File: config.mk
export PLATFORM = sky130hd
export DESIGN_NAME = redirect_sched
export DESIGN_NICKNAME = d
export VERILOG_FILES = /design/src/rtl/redirect_sched.sv
export SDC_FILE = /design/constraint.sdc
export NUM_CORES = 1
export LEC_CHECK = 0
export CORE_AREA = 2 2 119 121
export DETAILED_ROUTE_END_ITERATION = 10
export DIE_AREA = 0 0 121 123
export MAX_ROUTING_LAYER = met4
export PLACE_DENSITY = 0.57
export SETUP_SLACK_MARGIN = 0.02
export SLEW_MARGIN = 20
export SYNTH_ARGS = -nofsm -noshare
export SYNTH_HDL_FRONTEND = slang
export SYNTH_SLANG_ARGS = --single-unit
export TNS_END_PERCENT = 20
File: constraint.sdc
create_clock -name clk -period 12.1 [get_ports clk]
set_input_delay 2.42 -clock clk [delete_from_list [all_inputs] [get_ports clk]]
set_output_delay 2.42 -clock clk [all_outputs]
set_load 0.02 [all_outputs]
File: src/rtl/redirect_sched.sv
// redirect_sched: round-robin scheduler applying per-port redirect requests to the routing table after a crossbar drain.
// Optional drain timeout enabled by defining REDIRECT_SCHED_TIMEOUT_EN.
module redirect_sched #(
  parameter int N_TARG_PORT = 7,
  parameter int LOG_N_INIT = 2,
  parameter int DRAIN_TIMEOUT = 16,
  localparam int PW = (N_TARG_PORT > 1) ? $clog2(N_TARG_PORT) : 1
) (
  input  logic                              clk,
  input  logic                              rst,
  input  logic [N_TARG_PORT-1:0]            redirect_valid_i,
  input  logic [N_TARG_PORT*LOG_N_INIT-1:0] source_i,
  input  logic [N_TARG_PORT*LOG_N_INIT-1:0] target_i,
  input  logic                              xbar_idle_i,
  output logic                              cfg_valid_o,
  input  logic                              cfg_ready_i,
  output logic [PW-1:0]                     cfg_port_o,
  output logic                              cfg_enable_o,
  output logic [LOG_N_INIT-1:0]             cfg_source_o,
  output logic [LOG_N_INIT-1:0]             cfg_target_o,
  output logic [N_TARG_PORT-1:0]            active_o,
  output logic                              busy_o,
  output logic                              timeout_o
);
  localparam int L = LOG_N_INIT;
  localparam int NL = N_TARG_PORT * LOG_N_INIT;
  typedef enum logic [1:0] {IDLE, DRAIN, APPLY} state_t;
  state_t state_q, state_d;
  logic [N_TARG_PORT-1:0] desired_q, active_q, active_d, req;
  logic [NL-1:0] src_q, tgt_q, app_src_q, app_src_d, app_tgt_q, app_tgt_d;
  logic [PW-1:0] rr_q, rr_d, port_q, port_d, gnt_idx;
  logic en_q, en_d, gnt_found, expire;
  logic [L-1:0] s_q, s_d, t_q, t_d;
  always_ff @(posedge clk or posedge rst) begin
    if (rst) begin
      state_q <= IDLE;
      desired_q <= '0;
      src_q <= '0;
      tgt_q <= '0;
      active_q <= '0;
      app_src_q <= '0;
      app_tgt_q <= '0;
      rr_q <= '0;
      port_q <= '0;
      en_q <= 1'b0;
      s_q <= '0;
      t_q <= '0;
    end else begin
      state_q <= state_d;
      desired_q <= redirect_valid_i;
      src_q <= source_i;
      tgt_q <= target_i;
      active_q <= active_d;
      app_src_q <= app_src_d;
      app_tgt_q <= app_tgt_d;
      rr_q <= rr_d;
      port_q <= port_d;
      en_q <= en_d;
      s_q <= s_d;
      t_q <= t_d;
    end
  end
  // A still-wanted redirect whose pair changed is re-applied without removal first.
  always_comb begin
    req = '0;
    for (int p = 0; p < N_TARG_PORT; p++)
      req[p] = (desired_q[p] != active_q[p]) |
               (desired_q[p] & active_q[p] &
                ({src_q[p*L +: L], tgt_q[p*L +: L]} != {app_src_q[p*L +: L], app_tgt_q[p*L +: L]}));
  end
  // Descending scan so the lowest offset from the pointer wins.
  always_comb begin
    gnt_found = 1'b0;
    gnt_idx = '0;
    for (int i = N_TARG_PORT - 1; i >= 0; i--)
      if (req[(int'(rr_q) + i) % N_TARG_PORT]) begin
        gnt_found = 1'b1;
        gnt_idx = PW'((int'(rr_q) + i) % N_TARG_PORT);
      end
  end
  always_comb begin
    state_d = state_q;
    rr_d = rr_q;
    port_d = port_q;
    en_d = en_q;
    s_d = s_q;
    t_d = t_q;
    active_d = active_q;
    app_src_d = app_src_q;
    app_tgt_d = app_tgt_q;
    case (state_q)
      IDLE: if (gnt_found) begin
        port_d = gnt_idx;
        en_d = desired_q[gnt_idx];
        s_d = src_q[int'(gnt_idx)*L +: L];
        t_d = tgt_q[int'(gnt_idx)*L +: L];
        rr_d = (gnt_idx == PW'(N_TARG_PORT - 1)) ? '0 : gnt_idx + 1'b1;
        state_d = DRAIN;
      end
      DRAIN: state_d = xbar_idle_i ? APPLY : expire ? IDLE : DRAIN;
      APPLY: if (cfg_ready_i) begin
        active_d[port_q] = en_q;
        app_src_d[int'(port_q)*L +: L] = s_q;
        app_tgt_d[int'(port_q)*L +: L] = t_q;
        state_d = IDLE;
      end
      default: state_d = IDLE;
    endcase
  end
`ifdef REDIRECT_SCHED_TIMEOUT_EN
  localparam int CW = $clog2(DRAIN_TIMEOUT + 1);
  logic [CW-1:0] cnt_q, cnt_d;
  logic to_q;
  always_comb begin
    cnt_d = (state_q == DRAIN && !xbar_idle_i) ? cnt_q + 1'b1 : '0;
    expire = (state_q == DRAIN) && !xbar_idle_i && (cnt_q == CW'(DRAIN_TIMEOUT - 1));
  end
  always_ff @(posedge clk or posedge rst) begin
    if (rst) begin
      cnt_q <= '0;
      to_q <= 1'b0;
    end else begin
      cnt_q <= cnt_d;
      to_q <= expire;
    end
  end
  assign timeout_o = to_q;
`else
  assign expire = 1'b0;
  assign timeout_o = 1'b0;
`endif
  assign cfg_valid_o = (state_q == APPLY);
  assign busy_o = (state_q != IDLE);
  assign cfg_port_o = port_q;
  assign cfg_enable_o = en_q;
  assign cfg_source_o = s_q;
  assign cfg_target_o = t_q;
  assign active_o = active_q;
endmodule

==> results.json <==
{
  "die_w_um": 121,
  "synth_nets": 589,
  "path_cells": "inv_1, ha_1, inv_1, ha_1, ha_1, a31oi_1, xnor2_1, inv_2, ha_1, or3_1, a32o_1, a21oi_1, and2b_4, o311ai_1, a2bb2oi_4, mux2_2, a221oi_1, a221oi_1",
  "critPathKind": "reg2reg",
  "start_kind": "register",
  "drtAntennaViolNets": 0,
  "dp.final_hpwl_um": 11630,
  "fp-row-count": 43,
  "hold_viol": 0,
  "worstHoldStart": "state_q[1]",
  "netlist_area_um2": 5355,
  "setup_slack_ps": 6248,
  "nets": 644,
  "grt_pass1_wl_um": 23550,
  "worstPathArrival_ps": 6040,
  "synthCells": 521,
  "vias_per_cell": 5.711,
  "final_cell_mix": "dfrtp_1 (83), clkdlybuf4s50_1 (55), nand2_1 (42)",
  "ys_seq_area_share_pct": 38.79,
  "cts_setup_buffers": 0,
  "rsz0062_at_grt": "false",
  "initialDrtViolationCount": 259,
  "crit_path_max_incr_delay_ps": 750,
  "status": "finished, final reports clean",
  "critPathRequiredTime_ps": 12290,
  "port_buffers": 55,
  "cts_inserted_buffers": 9,
  "cp_max_fo": 18,
  "cts-htree-levels": 3,
  "timing.critical_path.mode_cell": "ha_1",
  "setup.worst_path.end_class": "register",
  "gp_congestion": 0.9196,
  "rrSetupSlack_ps": 6250,
  "r2r-end": "cfg_target_o[1]",
  "relSlewSlack_pct": 32.69,
  "setup_tns_ps": 0,
  "synth_area_per_cell_um2": 10.28,
  "final_cells": 758,
  "r2r-start": "rr_q[1]",
  "ys_warn_count": 0,
  "firstDrtPassIters": 4,
  "die_area_um2": 14880,
  "timing.final.crit_share_pct": 48.36,
  "multi_input_area_um2": 3122,
  "path_delay_family": "compound AO/OA/AOI/OAI gates",
  "drc": 0,
  "placed_area_um2": 6070,
  "async_flop_share_pct": 100.0,
  "final_common_cell": "dfrtp_1",
  "ios": 57,
  "max_freq_mhz": 170.9,
  "slew_violations": 0,
  "register_area_um2": 2077,
  "ys_types": 84,
  "initial_utilization_pct": 39.34,
  "core-area_um2": 13610,
  "min_period_ps": 5852,
  "antenna_found_initial": 0,
  "drive_gt1_share_pct": 14.36,
  "crit_end": "cfg_target_o[1]",
  "fin_skew_ps": 9.598,
  "cp_num_cells": 18,
  "wl_um": 14680,
  "grt_usage_pct": 21.49,
  "maxCapViolCount": 0,
  "synth_edf_count": 0,
  "cts_tree": "yes",
  "setup_viol": 0,
  "die_h_um": 123,
  "wl_per_cell_um": 19.36,
  "grt_pass1_vias": 4502,
  "crit_start": "rr_q[1]",
  "cp_slowest_cell": "dfrtp_1",
  "dp_worst_setup_slack_ps": 6315,
  "vias": 4329,
  "cp_num_buf_inv": 3,
  "rr_worst_depth": 18,
  "tightest_slew_ps": 984.3,
  "cts_buffer_depth": 2,
  "clk_pin_slew_ps": 60,
  "ctsResizeCount": 0,
  "clock_sinks": 83,
  "cts_hold_buf": 0,
  "synthToLayoutAreaGrowth_pct": 18.20,
  "clockRootBuffer": "clkbuf_16",
  "grt_max_degree": 84,
  "fill_cells": 1295,
  "synth_seq_cells": 83,
  "n_antenna_cell": 0,
  "worstSkewPairLatency_ps": 340,
  "ys.flop_type": "dfrtp_1",
  "stdcell_area_um2": 6330,
  "placedCellCount": 745,
  "overflow": 0,
  "hold_class": "reg2reg"
}
[worst reg2reg max path: stages, from the launching register on]
cell and delay, ps:
dfrtp_1 750, inv_1 280, ha_1 510, inv_1 190, ha_1 240, ha_1 240
a31oi_1 200, xnor2_1 270, inv_2 120, ha_1 390, or3_1 400, a32o_1 270
a21oi_1 240, and2b_4 200, o311ai_1 140, a2bb2oi_4 540, mux2_2 410, a221oi_1 250
a221oi_1 80
[worst min-delay path by stage]
| stage | slack (ps) | cells after the start | end |
|---|---|---|---|
| after detailed placement | 460 | 1 | state_q[0] |
| after global routing | 510 | 1 | state_q[0] |
| after floorplan | 420 | 1 | state_q[0] |
| final | 470 | 1 | state_q[0] |
| after global placement | 440 | 1 | state_q[0] |
| after CTS | 470 | 1 | state_q[0] |
[synth_stat cells (all sizes together), types with 12 or more instances]
cell type  number  area, um^2
o21ai          17       85.08
nand2          42       157.7
ha             29       362.9
nor3           22       121.4
mux2           41       465.4
mux2i          15       150.1
xor2           22       192.7
nand3          12       60.06
nor2           30       117.6
xnor2          22       200.2
dfrtp          83        2077
inv            21       78.83
a21oi          22       110.1
[flip-flops by register name, indices dropped and copies added (netlist names)]
register / count
src_q: 14
cfg_port_o: 3
app_tgt_q: 14
tgt_q: 14
cfg_enable_o: 1
desired_q: 7
state_q: 2
rr_q: 3
cfg_source_o: 2
active_o: 7
app_src_q: 14
cfg_target_o: 2
[area by class of cell]
| class | instances | share of cell area, % |
|---|---|---|
| multi-input combinational | 404 | 49.32 |
| sequential | 83 | 32.81 |
| timing repair buffer | 57 | 8.994 |
| clock buffer | 10 | 3.775 |
| tap | 180 | 3.558 |
| inverter | 21 | 1.265 |
| clock inverter | 3 | 0.2767 |
[metal layers]
layer | share of wire, % | wire length, um | vias up | track usage (%)
li1 | - | - | 2028 | -
met1 | 40 | 5914 | 2117 | 24.32
met2 | 52 | 7586 | 139 | 36.62
met3 | 4.0 | 592 | 45 | 2.952
met4 | 4.0 | 585 | 0 | 12.35
met5 | 0 | 0 | - | -
[kinds of logic after synthesis]
logic type / Yosys count / synth area share, %
xor gates and xnor gates: 44 / 7.337
DFF: 83 / 38.79
and+or+nand+nor: 158 / 15.33
adders and majority gates: 29 / 6.776
muxes: 59 / 12.76
other: 1 / 0.07003
AOI/OAI and AO/OA: 113 / 16.03
buffers and inverters: 34 / 2.921
[through the flow]
stage                     hold slack, ps  util, %
final                              472.5    46.50
after floorplan                    423.5        -
after global routing               513.6    46.50
after detailed placement           461.8    44.59
after global placement             442.8    44.59
after CTS                          471.4    46.47
Power is left out: the tool's default activity adds up to more than one toggle a clock period on the data nets, which glitch-free logic cannot reach.
